**src/rtl/fxp_div_pkg.sv**
```systemverilog
// fxp_div_pkg: shared state encoding, default widths and counter sizing for the fixed-point divider
package fxp_div_pkg;
  typedef enum logic [1:0] {IDLE, RUN, FIN, DONE} state_e;
  localparam int DVD_W_DEF  = 16;
  localparam int DVS_W_DEF  = 8;
  localparam int FRAC_W_DEF = 8;
  function automatic int cnt_w(input int q_w);
    return $clog2(q_w + 2);
  endfunction
endpackage

```
**src/rtl/fxp_div_step.sv**
```systemverilog
// fxp_div_step: one combinational restoring shift-subtract iteration
module fxp_div_step #(
  parameter int DVS_W = 8
) (
  input  logic [DVS_W:0]   rem_i,
  input  logic             bit_i,
  input  logic [DVS_W-1:0] dvs_i,
  output logic [DVS_W:0]   rem_o,
  output logic             q_o
);
  logic [DVS_W+1:0] partial;
  logic [DVS_W:0]   diff;
  assign partial = {rem_i, bit_i};
  assign q_o     = partial >= {2'b00, dvs_i};
  // when the subtract is taken the true result is below the divisor, so the low bits suffice
  assign diff    = partial[DVS_W:0] - {1'b0, dvs_i};
  assign rem_o   = q_o ? diff : partial[DVS_W:0];
endmodule

```
**src/rtl/fxp_seq_divider.sv**
```systemverilog
// fxp_seq_divider: sequential restoring divider, Quotient = Dividend*2^FRAC_W/Divisor
// with optional half-LSB rounding from a guard bit and divide-by-zero flagging.
module fxp_seq_divider
  import fxp_div_pkg::*;
#(
  parameter int DVD_W  = DVD_W_DEF,
  parameter int DVS_W  = DVS_W_DEF,
  parameter int FRAC_W = FRAC_W_DEF
) (
  input  logic                      Clk,
  input  logic                      Reset,
  input  logic                      Start,
  input  logic                      RoundEn,
  input  logic [DVD_W-1:0]          Dividend,
  input  logic [DVS_W-1:0]          Divisor,
  output logic [DVD_W+FRAC_W-1:0]   Quotient,
  output logic                      DivZero,
  output logic                      Busy,
  output logic                      Ack
);
  localparam int Q_W = DVD_W + FRAC_W;
  localparam int CW  = cnt_w(Q_W);
  localparam logic [CW-1:0] CNT_LAST = CW'(Q_W);

  state_e           state_q, state_d;
  logic [CW-1:0]    cnt_q, cnt_d;
  logic [DVS_W:0]   rem_q, rem_d, step_rem;
  logic [Q_W:0]     sh_q, sh_d;
  logic [DVS_W-1:0] dvs_q, dvs_d;
  logic [Q_W-1:0]   quo_q, quo_d;
  logic             rnd_q, rnd_d, dz_q, dz_d, busy_q, busy_d, ack_q, ack_d, step_q;

  fxp_div_step #(.DVS_W(DVS_W)) u_step (
    .rem_i (rem_q),
    .bit_i (sh_q[Q_W]),
    .dvs_i (dvs_q),
    .rem_o (step_rem),
    .q_o   (step_q)
  );

  // sh_q shifts the extended dividend out at the top while quotient bits enter at the bottom
  always_comb begin
    state_d = state_q;
    cnt_d   = cnt_q;
    rem_d   = rem_q;
    sh_d    = sh_q;
    dvs_d   = dvs_q;
    quo_d   = quo_q;
    rnd_d   = rnd_q;
    dz_d    = dz_q;
    busy_d  = ack_q ? 1'b0 : busy_q;
    ack_d   = state_q == DONE;
    case (state_q)
      IDLE: if (Start) begin
        sh_d   = {Dividend, {(FRAC_W+1){1'b0}}};
        dvs_d  = Divisor;
        rnd_d  = RoundEn;
        dz_d   = 1'b0;
        busy_d = 1'b1;
        cnt_d  = '0;
        rem_d  = '0;
        if (Divisor == '0) begin
          state_d = DONE;
          quo_d   = '1;
          dz_d    = 1'b1;
        end else begin
          state_d = RUN;
        end
      end
      RUN: begin
        sh_d    = {sh_q[Q_W-1:0], step_q};
        rem_d   = step_rem;
        cnt_d   = cnt_q + 1'b1;
        state_d = cnt_q == CNT_LAST ? FIN : RUN;
      end
      FIN: begin
        quo_d   = sh_q[Q_W:1] + Q_W'(rnd_q & sh_q[0]);
        state_d = DONE;
      end
      DONE: state_d = IDLE;
    endcase
  end

  always_ff @(posedge Clk or negedge Reset) begin
    if (!Reset) begin
      state_q <= IDLE;
      cnt_q   <= '0;
      rem_q   <= '0;
      sh_q    <= '0;
      dvs_q   <= '0;
      quo_q   <= '0;
      rnd_q   <= 1'b0;
      dz_q    <= 1'b0;
      busy_q  <= 1'b0;
      ack_q   <= 1'b0;
    end else begin
      state_q <= state_d;
      cnt_q   <= cnt_d;
      rem_q   <= rem_d;
      sh_q    <= sh_d;
      dvs_q   <= dvs_d;
      quo_q   <= quo_d;
      rnd_q   <= rnd_d;
      dz_q    <= dz_d;
      busy_q  <= busy_d;
      ack_q   <= ack_d;
    end
  end

  assign Quotient = quo_q;
  assign DivZero  = dz_q;
  assign Busy     = busy_q;
  assign Ack      = ack_q;
endmodule

```
**config.mk**
```make
export PLATFORM = sky130hd
export DESIGN_NAME = fxp_seq_divider
export DESIGN_NICKNAME = d
export VERILOG_FILES = /design/src/rtl/fxp_div_pkg.sv /design/src/rtl/fxp_div_step.sv /design/src/rtl/fxp_seq_divider.sv
export SDC_FILE = /design/constraint.sdc
export NUM_CORES = 1
export LEC_CHECK = 0
export CORE_ASPECT_RATIO = 1.1
export CORE_MARGIN = 2
export CORE_UTILIZATION = 40
export DETAILED_ROUTE_END_ITERATION = 8
export PLACE_DENSITY_LB_ADDON = 0.2
export SYNTH_ARGS = -nofsm -noshare
export SYNTH_HDL_FRONTEND = slang
export SYNTH_SLANG_ARGS = --single-unit
```
**constraint.sdc**
```tcl
create_clock -name Clk -period 2.85 [get_ports Clk]
set_input_delay 0.57 -clock Clk [delete_from_list [all_inputs] [get_ports Clk]]
set_output_delay 0.57 -clock Clk [all_outputs]
set_load 0.05 [all_outputs]
```
==> results.cfg <==
[place]
gp_congestion = 0.812
port_buffers = 54
dp_hpwl_um = 6200

[synth]
ys_types = 50
synth_common_cells = dfrtp_1 (77), a21oi_1 (41), nand2_1 (36), o21ai_0 (35), nor2_1 (30)
synth_compound_area_share_pct = 20.5
synthTopCellsByArea = dfrtp_1 (48%), a21oi_1 (5.1%), o21ai_0 (4.4%), ha_1 (3.8%), nand2_1 (3.4%)
syn_area_per_cell_um2 = 9.60
synthSimpleGateAreaFrac_pct = 16.8
synthArstFlopShare_pct = 100
synth_most_common_cell = dfrtp_1
ys_seq_area_share_pct = 48.3
ys_ff_latch = 77
synth_xor_area_share_pct = 5.70
synth_area_mm2 = 0.00399
synth_mux_area_share_pct = 0.501
synth_edf_count = 0
yosysTopAreaCell = dfrtp_1
syn_nets = 457
synth_flop_cell = dfrtp_1
yosysTopAreaCellShare_pct = 48.3
yosysWarnings = 0
syn_inst = 416
synth_top_family_by_area = compound AO/OA/AOI/OAI gates
synth_fa_ha_area_share_pct = 4.26

[power]
power_mw = 6.04
p_switching_mw = 2.65
p_seq_share_pct = 34.5
combPwrFrac_pct = 50.3
netSwitchingFraction_pct = 43.8
intPower_mw = 3.39
irDropWorstVdd_mv = 0.513
p_leak_nw = 2.09
power_density_mw_per_mm2 = 1240
p_clk_share_pct = 15.2

[clock_network]
ctsResizeCount = 0
postCtsHoldBufs = 0
cts_buffers = 9
root_buffer = clkbuf_8
path_clk_slew_ps = 90
cts_tree = built
clk_latency_ps = 350
clockBufferDepth = 2
cts_setup_buffers = 0
h-tree-depth = 3
cts_sinks = 77

[grt]
grt_overflow = 0
antenna_found_initial = 0
grt_usage_pct = 17.8
grt_pass1_wl_um = 15100
grt_start_max_net_pins = 78
grt_pass1_vias = 3077

[routing]
dr_wl_met3_um = 369
dr.pass1.iters = 4
drtAntennaViolNets = 0
top_layer_used = met4
vias_per_cell = 5.41
wl_per_cell_um = 15.2
finalWirelength_um = 9020
vias = 3208
m1WireLength_um = 4140
first_iter_violations = 183
wl_met2_um = 4350
drc = 0

[sta]
tns_ps = 0
slew_headroom_pct = 34.6
min_period_over_period_pct = 82.4
finClkSkew_ps = 8.73
setup-violations-final = 0
worst_slew_pin_slew_ps = 982
drv_slew = 0
clock.fmax_mhz = 426
rsz0062_at_grt = false
hold_viol_final = 0
timing.hold.ws_ps = 367
min_period_ps = 2350

[die]
core_mm2 = 0.00979
pin_count = 55
die_y_um = 109
die_area_mm2 = 0.0108
start_util_pct = 40.8
row_count = 38
dieWidth_um = 99.3

[run_status]
outcome = complete, no violations

[critical_path]
worstPathMaxFanout = 16
startpoint_type = flop
crit_path_end_kind = flop
critPathKind = reg2reg
crit_required_ps = 3070
crit_arrival_ps = 2570

[hold_path]
holdCritPathClass = in2async

[cells_and_area]
multi_input_area_mm2 = 0.00191
fin_nets = 510
area_growth_pct = 22.3
fill_cells = 914
regArea_mm2 = 0.00193
drive_above_1_share_pct = 8.03
diodes = 0

[job]
drv_cap = 0
==> kinds of logic after synthesis <==
family	Yosys count
AOI/OAI and AO/OA	129
buffers and inverters	39
muxes	2
and+or+nand+nor	130
xor gates and xnor gates	26
DFF	77
adders and majority gates	13
==> power by group through the flow <==
stage	logic (mW)	clock network (mW)	registers, mW
6_report	3.04	0.916	2.09
2_1_floorplan	1.72	0	2.58
5_1_grt	3.36	0.986	2.18
3_5_place_dp	3.05	0	2.11
3_3_place_gp	2.97	0	2.09
4_1_cts	3.06	0.939	2.09
==> per-layer routing <==
metal  up-vias  GRT usage (%)
li1       1574              -
met1      1556           24.0
met4         0           7.24
met2        65           28.2
met5         -              0
met3        13           3.46
==> flip-flops by register name (all words and copies together) (netlist names) <==
register	flops
state_q	2
rnd_q	1
DivZero	1
dvs_q	8
cnt_q	5
Busy	1
sh_q	25
Quotient	24
Ack	1
rem_q	9
==> layout by cell type (no fill, tap or decap), drive strengths merged, types with 3 or more instances in the layout <==
cell type / synthesis / layout
buf: 7 / 13
a21oi: 42 / 42
o311ai: 5 / 5
dfrtp: 77 / 77
xnor2: 12 / 12
a21o: 3 / 3
nand2: 36 / 36
nor2b: 20 / 20
xor2: 14 / 14
nand2b: 5 / 5
o31ai: 3 / 3
nand4: 5 / 5
ha: 12 / 12
a22o: 9 / 9
o21ai: 37 / 37
inv: 15 / 15
nand3: 15 / 15
o21a: 3 / 3
clkdlybuf4s50: 0 / 53
nor2: 31 / 31
and3: 5 / 5
and4: 4 / 4
clkbuf: 17 / 9
a22oi: 15 / 15
==> layout make-up <==
type                       instances  area share [%]
sequential                        77            39.5
multi-input combinational        300            39.1
timing repair buffer              66            12.9
tap                              120            3.08
clock buffer                       9            2.54
clock inverter                     6            1.82
inverter                          15            1.15
==> through the flow <==
step | cells | instance area (um2) | worst slack [ps] | utilization, %
after global routing | 593 | 4880 | 397 | 49.8
final | 593 | 4880 | 502 | 49.8
after floorplan | 416 | 3990 | 724 | -
after global placement | 578 | 4670 | 453 | 47.7
after CTS | 593 | 4880 | 501 | 49.8
after detailed placement | 578 | 4670 | 446 | 47.7
==> critical path: stages, from the launching register on <==
cell and delay (ps):
dfrtp_1 410, inv_1 130, ha_1 200, fa_1 260, nor2b_4 60, o21ai_1 110
nand2b_1 150, a2111oi_4 360, buf_4 260, mux2i_1 210, o21ai_1 70
==> path summary, 6_finish.rpt <==
path | slack (ps) | startpoint | cells past startpoint | to
max | 500 | sh_q[24]$_DFFE_PN0P_ | 10 | rem_q[2]$_DFFE_PN0P_
min | 370 | Reset | 1 | Quotient[4]$_DFFE_PN0P_
max reg2reg | 500 | sh_q[24]$_DFFE_PN0P_ | 10 | rem_q[2]$_DFFE_PN0P_
min reg2reg | 460 | Ack$_DFF_PN0_ | 1 | Busy$_DFF_PN0_
max in group asynchronous | 1840 | Reset | 1 | Busy$_DFF_PN0_
min in group Clk | 460 | Ack$_DFF_PN0_ | 1 | Busy$_DFF_PN0_
Note: power is estimated with default switching activity, not from simulation.
